## config.mk

```make
export PLATFORM = sky130hd
export DESIGN_NAME = sipo_deser_flat
export DESIGN_NICKNAME = d
export VERILOG_FILES = /design/src/rtl/sipo_deser_if.sv /design/src/rtl/sipo_deser.sv /design/src/flat_wrapper.sv
export SDC_FILE = /design/constraint.sdc
export NUM_CORES = 1
export LEC_CHECK = 0
export ABC_AREA = 1
export CAP_MARGIN = 15
export CORE_MARGIN = 4
export CORE_UTILIZATION = 30
export CTS_CLUSTER_SIZE = 28
export DETAILED_ROUTE_END_ITERATION = 12
export SYNTH_ARGS = -nofsm -noshare
export SYNTH_HDL_FRONTEND = slang
export SYNTH_SLANG_ARGS = --single-unit
```

## constraint.sdc

```tcl
create_clock -name clk -period 1.44 [get_ports clk]
set_input_delay 0.216 -clock clk [delete_from_list [all_inputs] [get_ports clk]]
set_output_delay 0.216 -clock clk [all_outputs]
set_load 0.03 [all_outputs]
```

## src/rtl/sipo_deser_if.sv

```systemverilog
// rtl/sipo_deser_if.sv - serial input, parallel output handshake and status bundle for sipo_deser
interface sipo_deser_if #(
  parameter int WIDTH = 4
);
  logic             serial_i;
  logic             serial_valid_i;
  logic             sof_i;
  logic [WIDTH-1:0] parallel_o;
  logic             valid_o;
  logic             ready_i;
  logic             busy_o;
  logic             overrun_o;
  logic             overrun_clr_i;

  // Producer/consumer side: drives the serial stream and consumes words
  modport master (
    output serial_i, serial_valid_i, sof_i, ready_i, overrun_clr_i,
    input  parallel_o, valid_o, busy_o, overrun_o
  );

  // Deserializer side
  modport slave (
    input  serial_i, serial_valid_i, sof_i, ready_i, overrun_clr_i,
    output parallel_o, valid_o, busy_o, overrun_o
  );
endinterface

```

## src/rtl/sipo_deser.sv

```systemverilog
// rtl/sipo_deser.sv - LSB-first serial-in parallel-out deserializer with valid/ready output and sticky overrun
module sipo_deser #(
  parameter int WIDTH = 4
) (
  input logic         clk,
  input logic         reset,
  sipo_deser_if.slave bus
);
  localparam int CW = $clog2(WIDTH);
  localparam logic [CW-1:0] LAST = CW'(WIDTH - 1);

  logic [WIDTH-1:0] shift_ff;
  logic [CW-1:0]    bit_cnt;
  logic [WIDTH-1:0] parallel_q;
  logic             valid_q;
  logic             overrun_q;

  logic [WIDTH-1:0] shift_nxt;
  logic [CW-1:0]    cnt_nxt;
  logic [WIDTH-1:0] par_nxt;
  logic             valid_nxt;
  logic             ovr_nxt;
  logic [CW-1:0]    eff_cnt;
  logic [WIDTH-1:0] word;
  logic             complete;
  logic             transfer;

  // Next-state: shift/count on accepted bits, load or drop completed words, track overrun
  always_comb begin
    eff_cnt   = bus.sof_i ? '0 : bit_cnt;
    word      = {bus.serial_i, shift_ff[WIDTH-1:1]};
    complete  = bus.serial_valid_i && (eff_cnt == LAST);
    transfer  = valid_q && bus.ready_i;
    shift_nxt = shift_ff;
    cnt_nxt   = bit_cnt;
    par_nxt   = parallel_q;
    valid_nxt = valid_q;
    ovr_nxt   = overrun_q;

    if (bus.serial_valid_i) begin
      shift_nxt = word;
      cnt_nxt   = complete ? '0 : eff_cnt + CW'(1);
    end

    if (transfer) begin
      valid_nxt = 1'b0;
    end

    // A completed word only lands if the output slot is free or being emptied now
    if (complete) begin
      if (!valid_q || bus.ready_i) begin
        par_nxt   = word;
        valid_nxt = 1'b1;
      end
    end

    // Clear first so that a simultaneous drop still leaves the flag set
    if (bus.overrun_clr_i) begin
      ovr_nxt = 1'b0;
    end
    if (complete && valid_q && !bus.ready_i) begin
      ovr_nxt = 1'b1;
    end
  end

  // State register with synchronous active-low reset
  always_ff @(posedge clk) begin
    if (!reset) begin
      shift_ff   <= '0;
      bit_cnt    <= '0;
      parallel_q <= '0;
      valid_q    <= 1'b0;
      overrun_q  <= 1'b0;
    end else begin
      shift_ff   <= shift_nxt;
      bit_cnt    <= cnt_nxt;
      parallel_q <= par_nxt;
      valid_q    <= valid_nxt;
      overrun_q  <= ovr_nxt;
    end
  end

  assign bus.parallel_o = parallel_q;
  assign bus.valid_o    = valid_q;
  assign bus.busy_o     = (bit_cnt != '0);
  assign bus.overrun_o  = overrun_q;
endmodule

```

## src/flat_wrapper.sv

```systemverilog
// flat-port wrapper written by rule: the top's interface ports become plain ports
module sipo_deser_flat 
#(
  parameter int WIDTH = 4
)
  (clk, reset, bus_serial_i, bus_serial_valid_i, bus_sof_i, bus_ready_i, bus_overrun_clr_i, bus_parallel_o, bus_valid_o, bus_busy_o, bus_overrun_o);
  sipo_deser_if #(.WIDTH(WIDTH)) bus_i ();
  input logic clk;
  input logic reset;
  input wire logic [$bits(bus_i.serial_i)-1:0] bus_serial_i;
  input wire logic [$bits(bus_i.serial_valid_i)-1:0] bus_serial_valid_i;
  input wire logic [$bits(bus_i.sof_i)-1:0] bus_sof_i;
  input wire logic [$bits(bus_i.ready_i)-1:0] bus_ready_i;
  input wire logic [$bits(bus_i.overrun_clr_i)-1:0] bus_overrun_clr_i;
  output wire logic [$bits(bus_i.parallel_o)-1:0] bus_parallel_o;
  output wire logic [$bits(bus_i.valid_o)-1:0] bus_valid_o;
  output wire logic [$bits(bus_i.busy_o)-1:0] bus_busy_o;
  output wire logic [$bits(bus_i.overrun_o)-1:0] bus_overrun_o;
  assign bus_i.serial_i = bus_serial_i;
  assign bus_i.serial_valid_i = bus_serial_valid_i;
  assign bus_i.sof_i = bus_sof_i;
  assign bus_i.ready_i = bus_ready_i;
  assign bus_i.overrun_clr_i = bus_overrun_clr_i;
  assign bus_parallel_o = bus_i.parallel_o;
  assign bus_valid_o = bus_i.valid_o;
  assign bus_busy_o = bus_i.busy_o;
  assign bus_overrun_o = bus_i.overrun_o;
  sipo_deser #(.WIDTH(WIDTH)) u_core (.clk(clk), .reset(reset), .bus(bus_i));
endmodule
```

==> reports/results.ini, run 1 <==
[critical_path]
cp_max_fo = 2
crit_arrival_ps = 1080
r2r_setup_slack_ps = 280
crit_type = register to primary output
reg2reg_to = u_core.bus.parallel_o[1]
crit_slowest_cell = dlygate4sd2_1
critPathLaunchType = register
cp-endpoint = bus_busy_o
crit_start = u_core.bit_cnt[1]
worstPathCellList = inv_1 -> nand2_1 -> dlygate4sd2_1
cpPeakStageDelay_ps = 390
cp_data_required_time_ps = 1220
ff2ff_path_depth = 8
cp-end-kind = primary output
r2r-start = u_core.bit_cnt[0]

[clock_network]
clk_latency_ps = 260
cts-root-buf = clkbuf_4
post_cts_resized = 7
cts.path.max_buffers = 2
clk_pin_slew_worst_paths_ps = 70
cts_setup_buffers = 0
cts_tree = yes
cts_buffers = 3
clock_sinks = 11
postCtsHoldBufs = 0
htreeDepth = 1

[cells_and_area]
areaGrowthSynthToFinish_pct = 34.75
utilization_pct = 42.69
register_area_sq_um = 220.2
mostFrequentLayoutCell = dfxtp_1
fillers = 152
stdcell_count = 94
fin_area_sq_um = 635.6
multiInputGateArea_sq_um = 190.2
num_antenna_cells = 0
nNetsFinal = 87
drive_above_1_share_pct = 12.82
layout.cells.most_common_list = dfxtp_1 (11), inv_1 (10), a21oi_1 (10), nand2_1 (7), dlygate4sd2_1 (7)

[sta]
fmax_mhz = 771.3
tightestPinTransition_ps = 299.5
setup_tns_ps = 0
finalHoldViolCount = 0
skew_ps = 3.461
period_share_pct = 90.03
report.final.slew_viol_count = 0
min_period_ps = 1296
rsz0062_at_grt = no
relSlewSlack_pct = 79.97
setup_viol = 0

[logic_synthesis]
synth_area_leader_cell = dfxtp_1
synthTopCellsByArea = dfxtp_1 (47%), a21oi_1 (11%), inv_1 (8.0%)
synth.avg_cell_area_sq_um = 7.733
synth_nets = 69
syn_area_sq_um = 471.7
ys_ff_latch = 11
ys_types = 14
syn_inst = 61
ys_warn_count = 0
synth_top_area_share_pct = 46.68
seq_area_frac_synth_pct = 46.68

[floorplan]
core_sq_um = 1489
die_area_sq_um = 2271
ios = 14
row_count = 14
start_util_pct = 31.68
die_h_um = 47.65
die_w_um = 47.65

[global_routing]
grt_max_degree = 11
grtUsageTotal_pct = 8.187
grt_pass1_vias = 320
antenna_found_initial = 0
grt_overflow = 0
grt_pass1_wl_um = 1242

[place]
dp_cells = 90
placed_area_sq_um = 618.1
numPortBuffers = 13
gp_congestion = 0.6953
post-dp-hpwl_um = 607.7

[routing]
drc_errors = 0
drt-total-wl_um = 822
drtIter0Drc = 8
num_vias = 412
wl_per_cell_um = 8.745
firstDrtPassIters = 4
antenna_left = 0
vias_per_cell = 4.383

[job]
cap_violations = 0

[status]
status = finished, final reports clean

[pwr]
irDropWorstVdd_mv = 0.4461
powerDensity_nw_per_um2 = 935.5
total_power_mw = 0.5946
leakage_nw = 0.3178

[hold_path]
worstHoldPathType = register to register

## final cells by class
cell class              count  area share [%]
clock buffers               4           4.134
inverters                  11           6.693
multi-input cells          37           29.92
flip-flops and latches     11           34.65
well taps                  16           3.150
repair buffers             15           21.46
## cells in the mapped netlist
cell type  number
dfxtp_1        11
a21oi_1        10
inv_1          10
nand2_1         7
nor2_1          6
o21ai_0         5
nand3_1         4
nand2_2         2
a21oi_2         1
buf_4           1
buf_6           1
clkinv_2        1
ha_1            1
nand4_2         1
## stage by stage
step,hold slack (ps),setup WS (ps)
2_1_floorplan,368.2,352.1
4_1_cts,481.6,129.4
5_1_grt,495.1,66.01
3_3_place_gp,468.8,-16.28
3_5_place_dp,472.1,-26.90
6_report,477.2,143.5
## logic make-up (layout without fill, tap and decap cells)
kind of cell	Yosys count	count (layout)	synth area share [%]
flip-flops	11	11	46.68
AO/OA/AOI/OAI	16	16	17.77
AND/OR/NAND/NOR	20	20	19.89
adder cells (fa/ha/maj)	1	1	2.652
buffers and inverters	13	30	13.00
## sequential cells by signal (all words and copies together) (netlist names)
signal	cells
u_core.bit_cnt	2
u_core.shift_ff	3
u_core.bus.overrun_o	1
u_core.bus.parallel_o	4
u_core.bus.valid_o	1
## critical path, delay by kind of cell, from the launching register on
kind	cells	cell delay, ps
buffers and inverters	2	440
DFF	1	320
and+or+nand+nor	1	50
## layer usage
layer	vias up	part of all wire, %	global-route usage, %
met3	2	9.2	5.639
met2	11	44	12.30
met1	172	46	9.070
met4	0	0.49	3.226
li1	227	-	-
met5	-	0	0
## worst min-delay path by stage
| stage | endpoint | depth (start not counted) | startpoint |
|---|---|---|---|
| floorplan | u_core.shift_ff[3] | 2 | bus_serial_i |
| global placement | u_core.bus.overrun_o | 2 | u_core.bus.overrun_o |
| detailed placement | u_core.shift_ff[1] | 2 | u_core.shift_ff[2] |
| CTS | u_core.shift_ff[1] | 2 | u_core.shift_ff[2] |
| global route | u_core.bus.overrun_o | 2 | u_core.bus.overrun_o |
| finish | u_core.bus.parallel_o[3] | 2 | u_core.bus.parallel_o[3] |
## where the power goes
group	internal [mW]	switching, mW	total, mW
Clock	0.107	0.0986	0.206
Sequential	0.315	0.00451	0.319
Combinational	0.0318	0.0379	0.0697
No activity file was read; power rests on OpenSTA's default activity.
==> run 2, diff against run 1 <==
==> constraint.sdc (replaced) <==
create_clock -name clk -period 1.44 [get_ports clk]
set_input_delay 0.36 -clock clk [delete_from_list [all_inputs] [get_ports clk]]
set_output_delay 0.36 -clock clk [all_outputs]
set_load 0.03 [all_outputs]
==> reports/results.ini, run 2 (same netlist as run 1, synthesis figures left out) <==
[cells_and_area]
largest_register_ffs = 4  ; unchanged
areaGrowthSynthToFinish_pct = 35.54  ; was 34.75%
layout.cells.most_common_list = dfxtp_1 (11), inv_1 (10), a21oi_1 (9), nand2_1 (7), clkdlybuf4s50_1 (6)  ; was dfxtp_1 (11), inv_1 (10), a21oi_1 (10), nand2_1 (7), dlygate4sd2_1 (7)
drive_above_1_share_pct = 17.95  ; was 12.82%
mostFrequentLayoutCell = dfxtp_1  ; unchanged
num_antenna_cells = 0  ; unchanged
fin_area_sq_um = 639.4  ; was 635.6 sq um
utilization_pct = 42.94  ; was 42.69%
nNetsFinal = 87  ; unchanged

[clock_network]
clock_sinks = 11  ; unchanged
cts_buffers = 3  ; unchanged
htreeDepth = 1  ; unchanged
clk_latency_ps = 270  ; was 260 ps
clk_pin_slew_worst_paths_ps = 80  ; was 70 ps
cts.path.max_buffers = 2  ; unchanged
cts-root-buf = clkbuf_4  ; unchanged
cts_tree = yes  ; unchanged
postCtsHoldBufs = 0  ; unchanged

[floorplan]
core_sq_um = 1489  ; unchanged
start_util_pct = 31.68  ; unchanged
die_w_um = 47.65  ; unchanged
row_count = 14  ; unchanged
die_h_um = 47.65  ; unchanged
die_area_sq_um = 2271  ; unchanged
ios = 14  ; unchanged

[pwr]
irDropWorstVdd_mv = 0.4693  ; was 0.4461 mV
leakage_nw = 0.3152  ; was 0.3178 nW
powerDensity_nw_per_um2 = 947.3  ; was 935.5 nW/um^2

[routing]
vias_per_cell = 4.330  ; was 4.383
drt-total-wl_um = 878  ; was 822 um
drtIter0Drc = 6  ; was 8
firstDrtPassIters = 4  ; unchanged
antenna_left = 0  ; unchanged
drc_errors = 0  ; unchanged
num_vias = 407  ; was 412
wl_per_cell_um = 9.340  ; was 8.745 um

[sta]
relSlewSlack_pct = 79.12  ; was 79.97%
setup_tns_ps = 0  ; unchanged
tightestPinTransition_ps = 312.3  ; was 299.5 ps
skew_ps = 7.247  ; was 3.461 ps
min_period_ps = 1376  ; was 1296 ps
fin_hold_ws_ps = 481.9  ; was 477.2 ps
period_share_pct = 95.58  ; was 90.03%
fmax_mhz = 726.6  ; was 771.3 MHz
setup_viol = 0  ; unchanged
finalHoldViolCount = 0  ; unchanged
report.final.slew_viol_count = 0  ; unchanged
rsz0062_at_grt = no  ; unchanged

[critical_path]
crit_family = buffers and inverters  ; unchanged
cp_data_required_time_ps = 1080  ; was 1220 ps
crit_type = register to primary output  ; unchanged
cp-end-kind = primary output  ; unchanged
crit_slowest_cell = dlygate4sd2_1  ; unchanged
cp_max_fo = 2  ; unchanged
worstPathCellList = dlygate4sd2_1  ; was inv_1 -> nand2_1 -> dlygate4sd2_1
crit_arrival_ps = 1020  ; was 1080 ps
r2r_setup_slack_ps = 300  ; was 280 ps
cp_num_buf_inv = 1  ; was 2
cpPeakStageDelay_ps = 400  ; was 390 ps
critPathLaunchType = register  ; unchanged

[global_routing]
grt_overflow = 0  ; unchanged
antenna_found_initial = 0  ; unchanged
grt_pass1_vias = 359  ; was 320
grt_max_degree = 12  ; was 11
grt_pass1_wl_um = 1483  ; was 1242 um
grtUsageTotal_pct = 9.480  ; was 8.187%

[place]
gp_congestion = 0.6584  ; was 0.6953
numPortBuffers = 13  ; unchanged
post-dp-hpwl_um = 645.1  ; was 607.7 um
placed_area_sq_um = 613.1  ; was 618.1 sq um

[job]
cap_violations = 0  ; unchanged

[status]
status = finished, final reports clean  ; unchanged

[hold_path]
worstHoldPathType = register to register  ; unchanged

[run 2: path summary, 6_finish.rpt]
kind         cells after the start                        to                     start
max                              1         bus_parallel_o[2]  u_core.bus.parallel_o[2]
min                              2        u_core.shift_ff[1]        u_core.shift_ff[2]
max reg2reg                      7  u_core.bus.parallel_o[0]         u_core.bit_cnt[0]
min reg2reg                      2        u_core.shift_ff[1]        u_core.shift_ff[2]
[run 2: where the power goes]
| group | switching, mW | total [mW] | internal (mW) |
|---|---|---|---|
| clock | 0.107 | 0.214 | 0.107 |
| combinational | 0.0392 | 0.0725 | 0.0332 |
| sequential | 0.00436 | 0.319 | 0.315 |
[run 2: final cells by class]
type                       instances  area (sq um)
tap                               16         20.02
clock buffer                       4         26.28
timing repair buffer              15         133.9
sequential                        11         220.2
inverter                          11         42.54
multi-input combinational         37         196.4
fill                             159         849.6
[run 2: repair_timing]
action,CTS,global route
gates resized for setup,5,2
pin swaps,0,0
gates cloned,0,0
setup endpoints to repair,5,3
setup buffers,0,0
[run 2: through the flow]
stage / std cells / total power, mW / worst slack, ps
final: 94 / 0.6057 / 63.64
after global routing: 94 / 0.6418 / 2.249
after CTS: 94 / 0.6119 / 65.16
after detailed placement: 90 / 0.3986 / -188.6
after global placement: 90 / 0.3971 / -157.8
after floorplan: 61 / 0.3695 / 326.3
[run 2: per-layer routing]
layer  vias to the layer above  share of wire (%)  GRT usage [%]
met3                         4                6.6          3.383
met1                       165                 51          12.67
met2                        10                 40          12.57
met5                         -                  0              0
li1                        228                  -              -
met4                         0                2.1          6.452
[run 2: worst reg2reg max path: stages (launching register included)]
cell	delay (ps)
dfxtp_1	310
inv_1	80
nor2_2	50
ha_1	210
nand2_2	90
clkinv_2	110
a21oi_1	140
nor2_1	50
==> run 3, diff against run 2 <==
CELL_PAD_IN_SITES_DETAIL_PLACEMENT = 0   (was default)
CELL_PAD_IN_SITES_GLOBAL_PLACEMENT = 1   (was default)
PLACE_DENSITY_LB_ADDON = 0.1   (was default)
==> reports/results.ini, run 3 (same netlist as run 1, synthesis figures left out) <==
[status]
status = finished, final reports clean  ; unchanged

[hold_path]
worstHoldPathType = register to register  ; unchanged

[floorplan]
start_util_pct = 31.68  ; unchanged
die_w_um = 47.65  ; unchanged
die_h_um = 47.65  ; unchanged
die_area_sq_um = 2271  ; unchanged
core_sq_um = 1489  ; unchanged
ios = 14  ; unchanged
row_count = 14  ; unchanged

[routing]
vias_per_cell = 4.295  ; was 4.330
firstDrtPassIters = 3  ; was 4
wl_per_cell_um = 9.116  ; was 9.340 um
drc_errors = 0  ; unchanged
drt-total-wl_um = 866  ; was 878 um
num_vias = 408  ; was 407
antenna_left = 0  ; unchanged
drtIter0Drc = 7  ; was 6

[critical_path]
crit_type = register to primary output  ; unchanged
cp_num_buf_inv = 1  ; unchanged
cpPeakStageDelay_ps = 400  ; about the same
cp_data_required_time_ps = 1080  ; about the same
crit_arrival_ps = 1000  ; was 1020 ps
cp-end-kind = primary output  ; unchanged
cp_max_fo = 2  ; unchanged
worstPathCellList = dlygate4sd2_1  ; unchanged
crit_family = buffers and inverters  ; unchanged
crit_slowest_cell = dlygate4sd2_1  ; unchanged
critPathLaunchType = register  ; unchanged

[place]
post-dp-hpwl_um = 649.4  ; was 645.1 um
place_ws_ps = -181.5  ; was -188.6 ps
gp_congestion = 0.6986  ; was 0.6584
dp_cells = 91  ; was 90
numPortBuffers = 13  ; unchanged

[sta]
layout_setup_ws_ps = 81.34  ; was 63.64 ps
skew_ps = 6.154  ; was 7.247 ps
fmax_mhz = 736.0  ; was 726.6 MHz
min_period_ps = 1359  ; was 1376 ps
relSlewSlack_pct = 79.23  ; was 79.12%
tightestPinTransition_ps = 310.6  ; was 312.3 ps
setup_viol = 0  ; unchanged
finalHoldViolCount = 0  ; unchanged
fin_hold_ws_ps = 469.1  ; was 481.9 ps
rsz0062_at_grt = yes  ; was no
report.final.slew_viol_count = 0  ; unchanged
period_share_pct = 94.35  ; was 95.58%
setup_tns_ps = 0  ; unchanged

[clock_network]
cts_buffers = 3  ; unchanged
cts_setup_buffers = 0  ; unchanged
clk_latency_ps = 270  ; about the same
cts-root-buf = clkbuf_4  ; unchanged
cts.path.max_buffers = 2  ; unchanged
cts_tree = yes  ; unchanged
clk_pin_slew_worst_paths_ps = 80  ; about the same
htreeDepth = 1  ; unchanged
clock_sinks = 11  ; unchanged

[pwr]
swShare_pct = 24.95  ; was 24.85%
powerDensity_nw_per_um2 = 944.1  ; was 947.3 nW/um^2
total_power_mw = 0.6060  ; was 0.6057 mW
leakage_nw = 0.3225  ; was 0.3152 nW
irDropWorstVdd_mv = 0.5206  ; was 0.4693 mV
p_sw_mw = 0.1512  ; was 0.1505 mW
pwr-share-comb_pct = 11.7  ; was 12.0%
clock_power_share_pct = 35.7  ; was 35.4%
p_int_mw = 0.4548  ; was 0.4551 mW
pwr-share-seq_pct = 52.6  ; was 52.7%

[cells_and_area]
stdcell_count = 95  ; was 94
areaGrowthSynthToFinish_pct = 36.07  ; was 35.54%
largest_register_ffs = 4  ; unchanged
drive_above_1_share_pct = 15.19  ; was 17.95%
mostFrequentLayoutCell = dfxtp_1  ; unchanged
layout.cells.most_common_list = dfxtp_1 (11), inv_1 (10), a21oi_1 (10), nand2_1 (7)  ; was dfxtp_1 (11), inv_1 (10), a21oi_1 (9), nand2_1 (7), clkdlybuf4s50_1 (6)
nNetsFinal = 88  ; was 87
num_antenna_cells = 0  ; unchanged

[global_routing]
grt_max_degree = 11  ; was 12
grt_pass1_wl_um = 1373  ; was 1483 um
antenna_found_initial = 0  ; unchanged
grtUsageTotal_pct = 8.848  ; was 9.480%
grt_overflow = 0  ; unchanged
grt_pass1_vias = 339  ; was 359

[job]
cap_violations = 0  ; unchanged

-- run 3: cell types whose count changed in the layout (fill, tap and decap cells not counted), sizes merged --
cell,delta
dlygate4sd2,+1
-- run 3: repair_timing --
item                       4_1_cts  5_1_grt
pin swaps                        0        0
setup endpoints to repair        6        1
resized for setup                6        0
hold buffers                     0        0
-- run 3: final cells by class --
cell class / count / area (sq um)
flip-flops and latches: 11 / 220.2
inverters: 11 / 42.54
well taps: 16 / 20.02
clock buffers: 4 / 26.28
repair buffers: 16 / 142.6
multi-input cells: 37 / 190.2
fillers: 159 / 847.1
-- run 3: power by group through the flow --
stage,sequential [mW],combinational (mW),clock (mW)
after global placement,0.326,0.0727,0
after global routing,0.321,0.0797,0.237
after detailed placement,0.326,0.0722,0
after CTS,0.319,0.0717,0.228
after floorplan,0.327,0.0420,0
final,0.319,0.0708,0.216
-- run 3: path summary, 6_finish.rpt --
check / slack (ps) / cells past startpoint / to / start
max: 80 / 1 / bus_parallel_o[2] / u_core.bus.parallel_o[2]
min: 470 / 2 / u_core.shift_ff[1] / u_core.shift_ff[2]
max reg2reg: 300 / 8 / u_core.bus.parallel_o[3] / u_core.bit_cnt[0]
min reg2reg: 470 / 2 / u_core.shift_ff[1] / u_core.shift_ff[2]
-- run 3: per-stage QoR --
step / utilization (%) / cell area [sq um]
6_report: 43.11 / 641.9
5_1_grt: 43.11 / 641.9
4_1_cts: 43.11 / 641.9
3_5_place_dp: 41.85 / 623.1
3_3_place_gp: 41.85 / 623.1
2_1_floorplan: - / 471.7
-- run 3: layer usage --
metal | share of wire [%] | vias up | GRT usage (%)
li1 | - | 231 | -
met1 | 50 | 164 | 11.91
met2 | 40 | 9 | 11.23
met3 | 6.1 | 4 | 2.256
met4 | 3.1 | 0 | 8.065
met5 | 0 | - | 0
==> edit 1: new RTL, flow settings as in run 1 <==
`WIDTH` is set to 4 in 3 places; all go to 8.
--- a/src/rtl/sipo_deser_if.sv
+++ b/src/rtl/sipo_deser_if.sv
@@ -1,6 +1,6 @@
 // rtl/sipo_deser_if.sv - serial input, parallel output handshake and status bundle for sipo_deser
 interface sipo_deser_if #(
-  parameter int WIDTH = 4
+  parameter int WIDTH = 8
 );
   logic             serial_i;
   logic             serial_valid_i;
--- a/src/rtl/sipo_deser.sv
+++ b/src/rtl/sipo_deser.sv
@@ -1,6 +1,6 @@
 // rtl/sipo_deser.sv - LSB-first serial-in parallel-out deserializer with valid/ready output and sticky overrun
 module sipo_deser #(
-  parameter int WIDTH = 4
+  parameter int WIDTH = 8
 ) (
   input logic         clk,
   input logic         reset,
--- a/src/flat_wrapper.sv
+++ b/src/flat_wrapper.sv
@@ -1,7 +1,7 @@
 // flat-port wrapper written by rule: the top's interface ports become plain ports
 module sipo_deser_flat 
 #(
-  parameter int WIDTH = 4
+  parameter int WIDTH = 8
 )
   (clk, reset, bus_serial_i, bus_serial_valid_i, bus_sof_i, bus_ready_i, bus_overrun_clr_i, bus_parallel_o, bus_valid_o, bus_busy_o, bus_overrun_o);
   sipo_deser_if #(.WIDTH(WIDTH)) bus_i ();
Ports: changed (resized bus_parallel_o); port bits go from 14 to 18. The function was not compared with the original's and may differ.
==> edit 1 against run 1 <==
Critical path depth did not move; critical path type unchanged; sequential power rose by 81%; design area up 73%; via count is 76% higher; register-to-register slack worse by 0.15 ns; wire length increased by 100%; sequential cell count increased by 9; power is 54% higher; synthesized cell count up 80%; die area grew 59%; synthesized area is 73% higher; setup slack lost 0.057 ns.
==> edit 1: results (changes against run 1) <==
stage,metric,value,unit,change
setup_path,reg2regPathDepth,9,,was 8
drt,wl_met1,763,um,was 378 um
power_and_ir_drop,p_leak,0.521,nW,was 0.318 nW
timing,finClkSkew,0.00170,ns,was 0.00346 ns
timing,slew_headroom,76.4,%,was 80.0%
yosys,synthTopCellsByCount,"a21oi_1, dfxtp_1, nand2_1",,"was dfxtp_1, a21oi_1, inv_1"
yosys,ys_types,13,,was 14
global_route,first_global_vias,626,,was 320
layout,clk_share,2.05,%,was 4.13%
drt,viasPerCell,4.53,,was 4.38
layout,n_clock_buffer,3,,was 4
placed_design,routabilityCongestion,0.705,,was 0.695
power_and_ir_drop,p_sw_share,23.2,%,was 23.7%
global_route,grt_max_degree,18,,was 11
clock_network,clk_latency,0.29,ns,was 0.26 ns
placed_design,placed_area,1030,um^2,was 618 um^2
layout,largest_register_ff_count,8,,was 4
setup_path,critPathMaxFanout,3,,was 2
drt,wl,1660,um,was 822 um
yosys,synth-xor-area-share,0,%,unchanged
layout,num-multi-input-gates,69,,was 37
hold_path,hp-start,bus_sof_i,,was u_core.bus.parallel_o[3]
layout,buffers,20,,was 15
yosys,yosys-top-cells-area,"dfxtp_1, a21oi_1, nand2_1",,"was dfxtp_1, a21oi_1, inv_1"
hold_path,hold_depth,5,,was 2
layout,multi_input_area_share,32.5,%,was 29.9%
layout,layout-drive-gt1-share,12.3,%,was 12.8%
outcome,outcome,finished clean,,unchanged
setup_path,reg2reg_from,u_core.bit_cnt[1],,was u_core.bit_cnt[0]
yosys,ys_ff_latch,20,,was 11
global_route,grtUsageTotal,9.61,%,was 8.19%
layout,seq_share,36.7,%,was 34.6%
layout,fillers,270,,was 152
yosys,synthesis.nets,119,,was 69
layout,inverters,18,,was 11
yosys,synth-compound-area-share,16.6,%,was 17.8%
power_and_ir_drop,peakVddDrop,0.728,mV,was 0.446 mV
placed_design,port_buffers,17,,was 13
setup_path,rr_endpoint,u_core.bus.parallel_o[1],,unchanged
hold_path,hold_path_class,primary input to register,,was register to register
die,nWellTaps,30,,was 16
clock_network,ctsResizeCount,14,,was 7
setup_path,rrSetupSlack,0.13,ns,was 0.28 ns
yosys,synth_fa_ha_area_share,3.07,%,was 2.65%
clock_network,clk_pin_slew,0.10,ns,was 0.07 ns
hold_path,whs_endpoint,u_core.bit_cnt[0],,was u_core.bus.parallel_o[3]
global_route,grt_pass1_wl,2660,um,was 1240 um
placed_design,dp_hpwl,1160,um,was 608 um
drt,wl_met2,782,um,was 364 um
yosys,synth_seq_area_share,49.1,%,was 46.7%
drt,dr.first_iter.drc_count,26,,was 8
-- edit 1: power by group through the flow --
stage	Clock (mW)	Combinational (mW)	Sequential (mW)
2_1_floorplan	0	0.0488	0.587
3_3_place_gp	0	0.0839	0.588
3_5_place_dp	0	0.0853	0.589
4_1_cts	0.268	0.0834	0.576
5_1_grt	0.280	0.0974	0.579
6_report	0.252	0.0851	0.577
-- edit 1: metrics by stage --
stage	setup TNS, ns	hold WS (ns)	worst slack, ns	cells	utilization (%)
2_1_floorplan	0	0.354	0.104	110	-
3_3_place_gp	-3.47	0.459	-0.324	156	40.6
3_5_place_dp	-3.99	0.460	-0.384	156	40.6
4_1_cts	0	0.476	0.0249	159	41.2
5_1_grt	0	0.421	0.0157	160	43.2
6_report	0	0.353	0.0862	160	43.2
-- edit 1: metal layers --
layer / global-route usage, % / vias up
met5: 0 / -
met4: 1.90 / 0
met3: 4.10 / 2
met2: 14.8 / 14
met1: 12.5 / 316
li1: - / 393
==> edit 2: new RTL, config.mk and constraints of run 1 <==
Made on the original files. Reset style: asynchronous (`reset`), changed in one clocked block. Comments in the files are not updated.
--- a/src/rtl/sipo_deser.sv
+++ b/src/rtl/sipo_deser.sv
@@ -64,7 +64,7 @@
   end
 
   // State register with synchronous active-low reset
-  always_ff @(posedge clk) begin
+  always_ff @(posedge clk or negedge reset) begin
     if (!reset) begin
       shift_ff   <= '0;
       bit_cnt    <= '0;
Formal check against the unedited RTL: differs if reset is asserted again (counterexample within 4 cycles, from zero or initial values and one cycle with reset low); with reset held inactive, the same outputs for 10 cycles.
==> edit 2 against run 1 <==
Setup slack worse by 0.026 ns; synthesized area is 3.4% lower; wire length is 0.85% higher; sequential cell count stayed put; critical endpoint unchanged; design area is 0.98% lower; die area is 2.9% lower.
Power is not compared: it rests on default switching activity, and its combinational part moved more than twofold at a synthesized area within 25%.
==> edit 2: results (changes against run 1) <==
stage,metric,value,unit,change
outcome,outcome,finished clean,,unchanged
layout,largest_register_ff_count,4,,unchanged
global_route,first_global_vias,315,,was 320
clock_network,cts_root_buffer,clkbuf_4,,unchanged
placed_design,port_buffers,13,,unchanged
yosys,yosys-top-cells-area,"dfrtp_1, nand2_1, nand3_1",,"was dfxtp_1, a21oi_1, inv_1"
drt,firstDrtPassIters,4,,unchanged
drt,vias,359,,was 412
setup_path,critPathMaxFanout,2,,unchanged
power_and_ir_drop,peakVddDrop,0.607,mV,
layout,antenna_cells,0,,unchanged
setup_path,reg2regPathDepth,8,,unchanged
timing,tightest_slew,0.488,ns,was 0.299 ns
clock_network,clk_pin_slew,0.07,ns,about the same
timing,finClkSkew,0.00229,ns,was 0.00346 ns
clock_network,htreeDepth,1,,unchanged
global_route,antenna_found_initial,0,,unchanged
global_route,grt_max_degree,12,,was 11
clock_network,ctsResizeCount,7,,unchanged
clock_network,numCtsBuffers,3,,unchanged
yosys,synthesis.nets,59,,was 69
yosys,synthFlopType,dfrtp_1,,was dfxtp_1
yosys,synth_seq_area_share,60.4,%,was 46.7%
hold_path,hold_path_class,primary input to async pin,,was register to register
clock_network,cts_buffer_depth,2,,unchanged
yosys,synth_enable_flop_cells,0,,unchanged
placed_design,dp_hpwl,641,um,was 608 um
layout,fillers,141,,was 152
layout,layout-drive-gt1-share,10.1,%,was 12.8%
run,max_cap_violations,0,,unchanged
yosys,yosys_warnings,0,,unchanged
power_and_ir_drop,p_leak,0.355,nW,
yosys,ys_types,11,,was 14
clock_network,post_cts_buffers,0,,unchanged
layout,nNetsFinal,78,,was 87
global_route,grtUsageTotal,9.04,%,was 8.19%
global_route,grt_pass1_wl,1310,um,was 1240 um
setup_path,cp.arrival,1.11,ns,was 1.08 ns
yosys,syn_inst,51,,was 61
placed_design,placed_cells,80,,was 90
drt,wl_per_cell,9.87,um,was 8.74 um
layout,instances_no_fill,84,,was 94
clock_network,clk_latency,0.27,ns,
yosys,synthTopCellsByCount,"nand2_1, dfrtp_1, inv_1, nand3_1",,"was dfxtp_1, a21oi_1, inv_1"
placed_design,routabilityCongestion,0.681,,was 0.695
yosys,async_reset_ff_share,100,%,was 0%
drt,dr.first_iter.drc_count,3,,was 8
placed_design,post-place-ws,-0.0199,ns,was -0.0269 ns
edit 2: worst paths after layout:
check | to | slack, ns | startpoint
setup / recovery | bus_busy_o | 0.12 | u_core.bit_cnt[0]
max in group asynchronous | u_core.bit_cnt[0] | 0.83 | reset
setup reg to reg | u_core.bus.parallel_o[3] | 0.27 | u_core.bit_cnt[0]
hold / removal | u_core.bus.overrun_o | 0.28 | reset
min in group clk | u_core.bus.parallel_o[2] | 0.46 | u_core.bus.parallel_o[2]
hold reg to reg | u_core.bus.parallel_o[2] | 0.46 | u_core.bus.parallel_o[2]
edit 2: through the flow:
stage | area [um^2] | total power, mW
finish | 629 | 0.825
global route | 629 | 0.886
CTS | 629 | 0.840
detailed placement | 612 | 0.658
global placement | 612 | 0.656
floorplan | 455 | 0.535
edit 2: metal layers:
layer,vias up,track usage [%],wire length [um]
met5,-,0,0
met4,0,6.63,27
met1,149,10.9,389
met3,4,3.45,58
met2,11,13.0,353
li1,195,-,-
edit 2: area by class of cell:
cell class                      instances  area share, %
Sequential cell                        11           43.7
Clock buffer                            4           4.17
Inverter                                6           3.58
Timing Repair Buffer                   14           20.5
Multi-Input combinational cell         34           25.0
Tap cell                               15           2.98
edit 2: report_power, final:
| part | switching [mW] | internal [mW] |
|---|---|---|
| registers | 0.0234 | 0.362 |
| clock network | 0.102 | 0.107 |
| logic | 0.149 | 0.0807 |
| total | 0.275 | 0.550 |
edit 2: cell families (layout without fill, tap and decap cells):
family / after synthesis / after routing / share of synthesized area (%)
adders and majority gates: 1 / 1 / 2.75
DFF: 11 / 11 / 60.4
AOI/OAI and AO/OA: 3 / 3 / 3.57
and+or+nand+nor: 30 / 30 / 28.3
buffers and inverters: 6 / 24 / 4.94
edit 2: worst max-delay path, stage by stage (launching register included):
cell and delay (ns):
dfrtp_1 0.38, inv_1 0.07, nand2_1 0.05, dlygate4sd2_1 0.35
